### src/rtl/tx_stream_arbiter_pkg.sv
// Shared types and helpers for the transmit stream arbiter.
package tx_stream_arbiter_pkg;

    localparam int BYTE_W = 8;

    typedef enum logic {
        IDLE   = 1'b0,
        LOCKED = 1'b1
    } state_t;

    // Index width for an n-entry vector; never zero so n=1 still has a legal register.
    function automatic int idx_w(input int n);
        return (n <= 1) ? 1 : $clog2(n);
    endfunction

endpackage

### src/rtl/tx_stream_arbiter_rr_pick.sv
// Combinational round-robin picker: first valid index at or after i_ptr, wrapping to 0.
module rr_pick
    import tx_stream_arbiter_pkg::*;
#(
    parameter int N  = 4,
    parameter int PW = idx_w(N)
) (
    input  logic [N-1:0]  i_valid,
    input  logic [PW-1:0] i_ptr,
    output logic [N-1:0]  o_grant,
    output logic [PW-1:0] o_idx,
    output logic          o_any
);

    always_comb begin
        o_grant = '0;
        o_idx   = '0;
        o_any   = 1'b0;
        // Upper pass covers [ptr, N-1]; the lower pass supplies the wrap to [0, ptr-1].
        for (int j = 0; j < N; j++) begin
            if (!o_any && i_valid[j] && (PW'(j) >= i_ptr)) begin
                o_any      = 1'b1;
                o_grant[j] = 1'b1;
                o_idx      = PW'(j);
            end
        end
        for (int j = 0; j < N; j++) begin
            if (!o_any && i_valid[j]) begin
                o_any      = 1'b1;
                o_grant[j] = 1'b1;
                o_idx      = PW'(j);
            end
        end
    end

endmodule

### src/rtl/tx_stream_arbiter.sv
// Packet-granular round-robin share of one byte transmitter; TX_STREAM_ARBITER_TIMEOUT_EN adds an idle-lock watchdog.
// Latency: 1 cycle to grant, 1 cycle from owner handshake to tx_data_valid; 1 byte/cycle sustained.
// Backpressure: owner req_ready is high only while the one-entry output register is empty or draining.
module tx_stream_arbiter
    import tx_stream_arbiter_pkg::*;
#(
    parameter int NUM_REQ        = 4,
    parameter int TIMEOUT_CYCLES = 50000000
) (
    input  logic                       clock,
    input  logic                       reset,
    input  logic [NUM_REQ-1:0]         req_valid,
    output logic [NUM_REQ-1:0]         req_ready,
    input  logic [BYTE_W*NUM_REQ-1:0]  req_data,
    input  logic [NUM_REQ-1:0]         req_last,
    output logic                       tx_data_valid,
    input  logic                       tx_data_ready,
    output logic [BYTE_W-1:0]          tx_data,
    output logic [NUM_REQ-1:0]         grant,
    output logic                       busy
`ifdef TX_STREAM_ARBITER_TIMEOUT_EN
   ,output logic                       timeout
`endif
);

    localparam int PW = idx_w(NUM_REQ);

    state_t              r_state;
    logic [NUM_REQ-1:0]  r_grant;
    logic [PW-1:0]       r_idx;
    logic [PW-1:0]       r_ptr;
    logic                r_tx_vld;
    logic [BYTE_W-1:0]   r_tx_dat;

    logic [NUM_REQ-1:0]  w_pick_oh;
    logic [PW-1:0]       w_pick_idx;
    logic                w_pick_any;
    logic                w_free;
    logic                w_own_vld;
    logic [BYTE_W-1:0]   w_own_dat;
    logic                w_xfer;
    logic                w_release;
    logic                w_to_hit;
    logic [PW-1:0]       w_ptr_nxt;

    rr_pick #(
        .N  (NUM_REQ),
        .PW (PW)
    ) u_pick (
        .i_valid (req_valid),
        .i_ptr   (r_ptr),
        .o_grant (w_pick_oh),
        .o_idx   (w_pick_idx),
        .o_any   (w_pick_any)
    );

    assign w_free    = ~r_tx_vld | tx_data_ready;
    assign w_own_vld = req_valid[r_idx];
    assign w_own_dat = req_data[r_idx*BYTE_W +: BYTE_W];
    assign w_xfer    = (r_state == LOCKED) & w_own_vld & w_free;
    assign w_release = (w_xfer & req_last[r_idx]) | w_to_hit;
    assign w_ptr_nxt = (r_idx == PW'(NUM_REQ - 1)) ? '0 : r_idx + 1'b1;

    // r_grant is zero outside LOCKED, so it alone gates every lane.
    assign req_ready     = r_grant & {NUM_REQ{w_free}};
    assign grant         = r_grant;
    assign tx_data_valid = r_tx_vld;
    assign tx_data       = r_tx_dat;
    assign busy          = (r_state == LOCKED) | r_tx_vld;

    always_ff @(posedge clock or posedge reset) begin
        if (reset) begin
            r_state <= IDLE;
            r_grant <= '0;
            r_idx   <= '0;
            r_ptr   <= '0;
        end else begin
            case (r_state)
                IDLE: begin
                    if (w_pick_any) begin
                        r_grant <= w_pick_oh;
                        r_idx   <= w_pick_idx;
                        r_state <= LOCKED;
                    end
                end
                LOCKED: begin
                    if (w_release) begin
                        r_grant <= '0;
                        r_ptr   <= w_ptr_nxt;
                        r_state <= IDLE;
                    end
                end
                default: r_state <= IDLE;
            endcase
        end
    end

    always_ff @(posedge clock or posedge reset) begin
        if (reset) begin
            r_tx_vld <= 1'b0;
            r_tx_dat <= '0;
        end else if (w_xfer) begin
            r_tx_vld <= 1'b1;
            r_tx_dat <= w_own_dat;
        end else if (tx_data_ready) begin
            r_tx_vld <= 1'b0;
        end
    end

`ifdef TX_STREAM_ARBITER_TIMEOUT_EN
    localparam int CW = $clog2(TIMEOUT_CYCLES + 1);

    logic [CW-1:0] r_to_cnt;
    logic          r_timeout;

    // Hit on the cycle that would make the idle count reach the limit.
    assign w_to_hit = (r_state == LOCKED) & ~w_own_vld & (r_to_cnt == CW'(TIMEOUT_CYCLES - 1));
    assign timeout  = r_timeout;

    always_ff @(posedge clock or posedge reset) begin
        if (reset) begin
            r_to_cnt  <= '0;
            r_timeout <= 1'b0;
        end else begin
            r_timeout <= w_to_hit;
            if ((r_state == IDLE) || w_xfer || w_to_hit) begin
                r_to_cnt <= '0;
            end else if (!w_own_vld) begin
                r_to_cnt <= r_to_cnt + 1'b1;
            end
        end
    end
`else
    assign w_to_hit = 1'b0;
`endif

endmodule
### config.mk
export PLATFORM = sky130hd
export DESIGN_NAME = tx_stream_arbiter
export DESIGN_NICKNAME = d
export VERILOG_FILES = /design/src/rtl/tx_stream_arbiter_pkg.sv /design/src/rtl/tx_stream_arbiter_rr_pick.sv /design/src/rtl/tx_stream_arbiter.sv
export SDC_FILE = /design/constraint.sdc
export NUM_CORES = 1
export LEC_CHECK = 0
export ABC_AREA = 1
export BUFFER_PORTS_ARGS = -buffer_cell sky130_fd_sc_hd__clkbuf_2
export CORE_ASPECT_RATIO = 0.7
export CORE_MARGIN = 8
export CORE_UTILIZATION = 35
export CTS_CLUSTER_SIZE = 16
export DETAILED_ROUTE_END_ITERATION = 10
export PLACE_DENSITY = 0.72
export SYNTH_ARGS = -nofsm -noshare
export SYNTH_HDL_FRONTEND = slang
export SYNTH_SLANG_ARGS = --single-unit
### constraint.sdc
create_clock -name clock -period 3.37 [get_ports clock]
set_clock_uncertainty 0.1 [all_clocks]
set_input_delay 0.337 -clock clock [delete_from_list [all_inputs] [get_ports clock]]
set_output_delay 0.337 -clock clock [all_outputs]
set_load 0.05 [all_outputs]
==> results_dict.tcl, run 1 <==
set metrics [dict create \
    required_ns 3.42 \
    hold_violations 0 \
    cts_sinks 18 \
    avgSynthCellArea_um2 6.96 \
    n_antenna_cell 0 \
    maxCapViolCount 0 \
    wire_per_inst_um 12.0 \
    synth_cells 174 \
    cts-buffers-inserted 3 \
    synth-seq-cells 18 \
    drc 0 \
    cts-root-buf "clkbuf_8" \
    yosysWarnings 0 \
    slew_violations 0 \
    grt_max_degree 25 \
    final_common_cell "clkbuf_2" \
    timing.hold.ws_ns 0.0538 \
    drive_gt1_frac 0.323 \
    peakVddDrop_v 0.000336 \
    internal_power_mw 0.685 \
    power_density_nw_per_um2 1000 \
    grt_usage 0.121 \
    p_comb_frac 0.614 \
    port_buffers 60 \
    ff_latch_area_um2 450 \
    final_area_um2 1580 \
    die_width_um 86.3 \
    clk_path_buf_depth 2 \
    crit_start "r_idx[0]" \
    rsz0062_at_grt "false" \
    place_congestion 0.780 \
    clock_latency_ns 0.25 \
    hpwl_um 2760 \
    viasPerCell 4.57 \
    drt_pass1_iterations 4 \
    endpoint_kind "flip-flop" \
    wl_um 3380 \
    seq_area_frac_synth 0.372 \
    fin_crit_sh 0.606 \
    ios 61 \
    final_nets 277 \
    fmax_ghz 0.489 \
    switching_power_mw 0.896 \
    clk_pin_slew_ns 0.07 \
    worstPathArrival_ns 2.09 \
    core_area_um2 3420 \
    critPathKind "reg2reg" \
    tightestPinTransition_ns 0.678 \
    synth.cell_area_um2 1210 \
    status "complete, no violations" \
    r2r-start "r_idx[0]" \
    reg2reg_depth 7 \
    placed_cell_area_um2 1520 \
    multiInputGateArea_um2 606 \
    synth.area.top_cells "dfrtp_1 37%, nand2_1 12%, o21ai_0 8.3%" \
    dieArea_um2 5630 \
    start_kind "flip-flop" \
    num-fill-cells 368 \
    post-cts-setup-buffer-count 0 \
    mostFrequentLayoutCells "60 x clkbuf_2, 39 x nand2_1, 26 x inv_1" \
    vias 1289 \
    max_slew_margin 0.547 \
    area_growth_pct 30.1 \
    synth_nets 218 \
    worstPathMaxFanout 24 \
    synth.largest_area_cell "dfrtp_1" \
    cts_max_level 1 \
    first_global_vias 1187 \
    rrSetupSlack_ns 1.33 \
    p_sw_frac 0.567 \
    finalPower_mw 1.58 \
    hold_class "in2async" \
    holdBufCountCts 0 \
    seq_power_share 0.272 \
    cts_tree "done" \
    fin_tns_setup_ns 0 \
    drt.antenna.violating_nets 0 \
    p_leak_nw 0.900 \
    placedCellCount 278 \
    synthDistinctLibCells 24 \
    finalNonFillerCells 282 \
    row_count 18 \
    clkPwrFrac 0.114 \
    synthDominantCellAreaShare 0.372 \
    post_cts_resized 0 \
    antenna_found_initial 0 \
    post-route-min-period_ns 2.04 \
    grt_pass1_wl_um 5550 \
    r2r_end "grant[0]" \
    setup_viol 0 \
    drt_iter0_markers 78 \
    start_util 0.354 \
    die_h_um 65.2 \
    gr-total-overflow 0 \
]
==> power by group through the flow <==
| stage | combinational, mW | sequential (mW) | clock (mW) |
|---|---|---|---|
| final | 0.971 | 0.430 | 0.179 |
| after CTS | 0.980 | 0.430 | 0.178 |
| after detailed placement | 0.981 | 0.432 | 0 |
| after floorplan | 0.586 | 0.639 | 0 |
| after global placement | 0.965 | 0.431 | 0 |
| after global routing | 1.08 | 0.446 | 0.189 |
==> through the flow <==
step,setup slack [ns],utilization
after global routing,1.11,0.460
final,1.33,0.460
after CTS,1.34,0.460
after floorplan,1.53,-
after global placement,1.40,0.444
after detailed placement,1.35,0.444
==> how the worst max path moves through the flow <==
stage                    to  cells past startpoint  slack (ns)
6_report           grant[0]                      7        1.33
5_1_grt            grant[2]                      7        1.11
4_1_cts            grant[0]                      7        1.34
3_5_place_dp       grant[0]                      7        1.35
3_3_place_gp       grant[0]                      7        1.40
2_1_floorplan  req_ready[0]                      3        1.53
==> state kept, by name (all words and copies together) (netlist names) <==
register,count
r_ptr,2
tx_data_valid,1
grant,4
r_state,1
tx_data,8
r_idx,2
==> cells by family after synthesis <==
group                      after synthesis  synth area share
DFF                                     18             0.372
AOI/OAI and AO/OA                       41             0.191
and+or+nand+nor                         81             0.299
adders and majority gates                1            0.0103
buffers and inverters                   33             0.128
==> cell usage after synthesis, drive strengths merged <==
master,n
a21oi,2
nand3,8
inv,27
ha,1
nand4,4
or2,1
buf,5
nor2,25
o22ai,8
dfrtp,18
nand2,42
clkbuf,1
o211ai,3
o21ai,28
nand3b,1
==> worst max-delay path: stages (launching register included) <==
cell and delay, ns:
dfrtp_1 0.76, inv_2 0.29, nand2_1 0.14, o211ai_2 0.08, nand2_2 0.12, nand4_2 0.23, nand3_1 0.16, nand2_1 0.05
==> per-layer routing <==
metal	vias to the layer above	GRT usage	share of wire
met5	-	0	0
met4	0	0.0385	0.0080
met2	40	0.179	0.41
li1	680	-	-
met1	567	0.161	0.50
met3	2	0.0411	0.085
==> cell type report <==
type / count / area share
multi-input combinational: 123 / 0.384
clock buffer: 4 / 0.0349
inverter: 27 / 0.0643
tap: 50 / 0.0397
sequential: 18 / 0.286
timing repair buffer: 60 / 0.191
Power figures use the tool's default switching activity.
==> inputs of run 2 (changes only) <==
Settings changed: ABC_AREA 1 to 0, PLACE_DENSITY 0.72 to 0.75.
Clock period 3.37 ns to 1.83 ns, I/O delays scaled along.
==> run 2 against run 1 <==
Effect of this change:
- register-to-register slack worse by 1.2 ns
- critical path depth is 4 lower
- cell count is 30% lower
- sequential share of layout area is 0.29 points lower
- worst setup slack worse by 1.2 ns
- synthesized cell count is 45% lower
- sequential power is 81% higher
- hold slack better by 0.16 ns
- via count is 21% lower
==> results_dict.tcl, run 2 <==
set metrics [dict create \
    wl_um 3240 \
    fmax_ghz 0.572 \
    core_area_um2 3170 \
    r2r-start "r_idx[0]" \
    port_buffers 60 \
    reg2reg_depth 3 \
    cts_max_level 1 \
    clock_latency_ns 0.25 \
    placed_cell_area_um2 1520 \
    hpwl_um 2720 \
    avgSynthCellArea_um2 12.4 \
    grt_pass1_wl_um 5580 \
    grt_usage 0.123 \
    wire_per_inst_um 16.5 \
    row_count 17 \
    die_h_um 64.5 \
    power_density_nw_per_um2 1870 \
    r2r_end "tx_data[4]" \
    synthDominantCellAreaShare 0.383 \
    yosys-top-cells-count "18 x dfrtp_1, 9 x mux4_2, 8 x mux2_4, 7 x a21oi_1" \
    ios 61 \
    seq_area_frac_synth 0.383 \
    required_ns 1.86 \
    critPathKind "reg2reg" \
    n_antenna_cell 0 \
    synth-edff-count 0 \
    drc 0 \
    slowest_stage "mux4_2" \
    area_growth_pct 35.5 \
    start_kind "flip-flop" \
    worstPathArrival_ns 1.78 \
    worstPathMaxFanout 8 \
    antenna_found_initial 0 \
    drt.antenna.violating_nets 0 \
    synth_cells 95 \
    min_from "req_valid[3]" \
    yosys_most_used_dff "dfrtp_1" \
    cts-root-buf "clkbuf_8" \
    peakVddDrop_v 0.000707 \
    vias 1018 \
    slew_violations 0 \
    largest_reg_flops 8 \
    die_width_um 85.3 \
    mostFrequentLayoutCells "60 x clkbuf_2, 18 x dfrtp_1, 9 x mux4_2" \
    synth.most_common_cell "dfrtp_1" \
    fin_crit_sh 0.955 \
    hold_violations 0 \
    max_slew_margin 0.542 \
    synth.cell_area_um2 1170 \
    rrSetupSlack_ns 0.08 \
    first_global_vias 1172 \
    final_area_um2 1590 \
    synth.area.top_cells "dfrtp_1 38%, mux4_2 17%, mux2_4 10%" \
    holdPathStages 2 \
    cts-buffers-inserted 3 \
    rsz0062_at_grt "false" \
    synth.largest_area_cell "dfrtp_1" \
    synth-seq-cells 18 \
    drive_gt1_frac 0.566 \
    clk_path_buf_depth 2 \
    setup_viol 0 \
    hold_end "grant[3]" \
    p_leak_nw 0.800 \
    tightestPinTransition_ns 0.686 \
    post-route-min-period_ns 1.75 \
    crit_path_max_incr_delay_ns 0.59 \
    place_congestion 0.912 \
    yosysWarnings 0 \
    gr-total-overflow 0 \
    cts_sinks 18 \
    status "complete, no violations" \
    num-fill-cells 283 \
    start_util 0.371 \
    cts_tree "done" \
    drt_iter0_markers 60 \
    fin_tns_setup_ns 0 \
    viasPerCell 5.17 \
    final_common_cell "clkbuf_2" \
    dieArea_um2 5500 \
    worstPathCellList "mux4_2 -> nand3_4 -> mux2_4" \
    maxCapViolCount 0 \
    endpoint_kind "flip-flop" \
    async_flop_share 1.00 \
    drt_pass1_iterations 4 \
    grt_max_degree 19 \
    final_nets 204 \
    clk_pin_slew_ns 0.07 \
    synthDistinctLibCells 31 \
    hold_class "in2reg" \
    timing.hold.ws_ns 0.210 \
    synth_nets 139 \
]
run 2: logic make-up after synthesis:
family | Yosys count | synth area share
muxes | 19 | 0.307
DFF | 18 | 0.383
buffers and inverters | 12 | 0.0479
adders and majority gates | 1 | 0.0106
and+or+nand+nor | 20 | 0.100
AOI/OAI and AO/OA | 25 | 0.151
run 2: power by group:
part           leakage (nW)  switching (mW)  internal (mW)  total [mW]
combinational         0.555            1.12          0.758        1.88
sequential            0.217           0.190          0.589       0.779
clock                0.0288           0.131          0.191       0.322
total                 0.800            1.44           1.54        2.98
run 2: worst max-delay path by stage:
stage | from | endpoint | cells after the start
final | r_idx[0] | tx_data[4] | 3
after global routing | tx_data_valid | req_ready[0] | 3
after CTS | r_idx[0] | tx_data[7] | 3
after detailed placement | r_idx[0] | tx_data[7] | 3
after global placement | r_idx[0] | tx_data[6] | 3
after floorplan | r_idx[0] | tx_data[0] | 3
run 2: metrics by stage:
stage | total power, mW | setup slack (ns) | instances | utilization
global route | 3.17 | 0.00808 | 197 | 0.502
detailed placement | 2.66 | 0.0520 | 191 | 0.479
global placement | 2.62 | 0.120 | 191 | 0.479
finish | 2.98 | 0.0832 | 197 | 0.502
floorplan | 2.24 | 0.150 | 95 | -
CTS | 2.98 | 0.0384 | 196 | 0.500
run 2: what timing repair did:
item / 4_1_cts / 5_1_grt
hold buffers: 1 / 0
gates resized for setup: 0 / 0
endpoints found under the setup margin: 0 / 1
endpoints found under the hold margin: 18 / 0
setup buffers: 0 / 1
run 2: worst max-delay path, delay by kind of cell (launching register included):
family           cells  cell delay [ns]
multiplexers         2             0.91
AND/OR/NAND/NOR      1             0.21
flip-flops           1             0.40
run 2: area by class of cell:
cell class                 instances  area [um2]  area share
timing repair buffer              66         348       0.219
tap                               38        47.5      0.0299
multi-input combinational         65         668       0.420
sequential                        18         450       0.283
inverter                           6        22.5      0.0142
clock buffer                       4        55.1      0.0346
run 2: per-layer routing:
metal	part of all wire	vias up	routed length [um]	global-route usage
met5	0	-	0	0
met1	0.42	474	1350	0.151
li1	-	490	-	-
met4	0.0083	0	27	0.0261
met3	0.089	2	290	0.0390
met2	0.48	52	1570	0.208
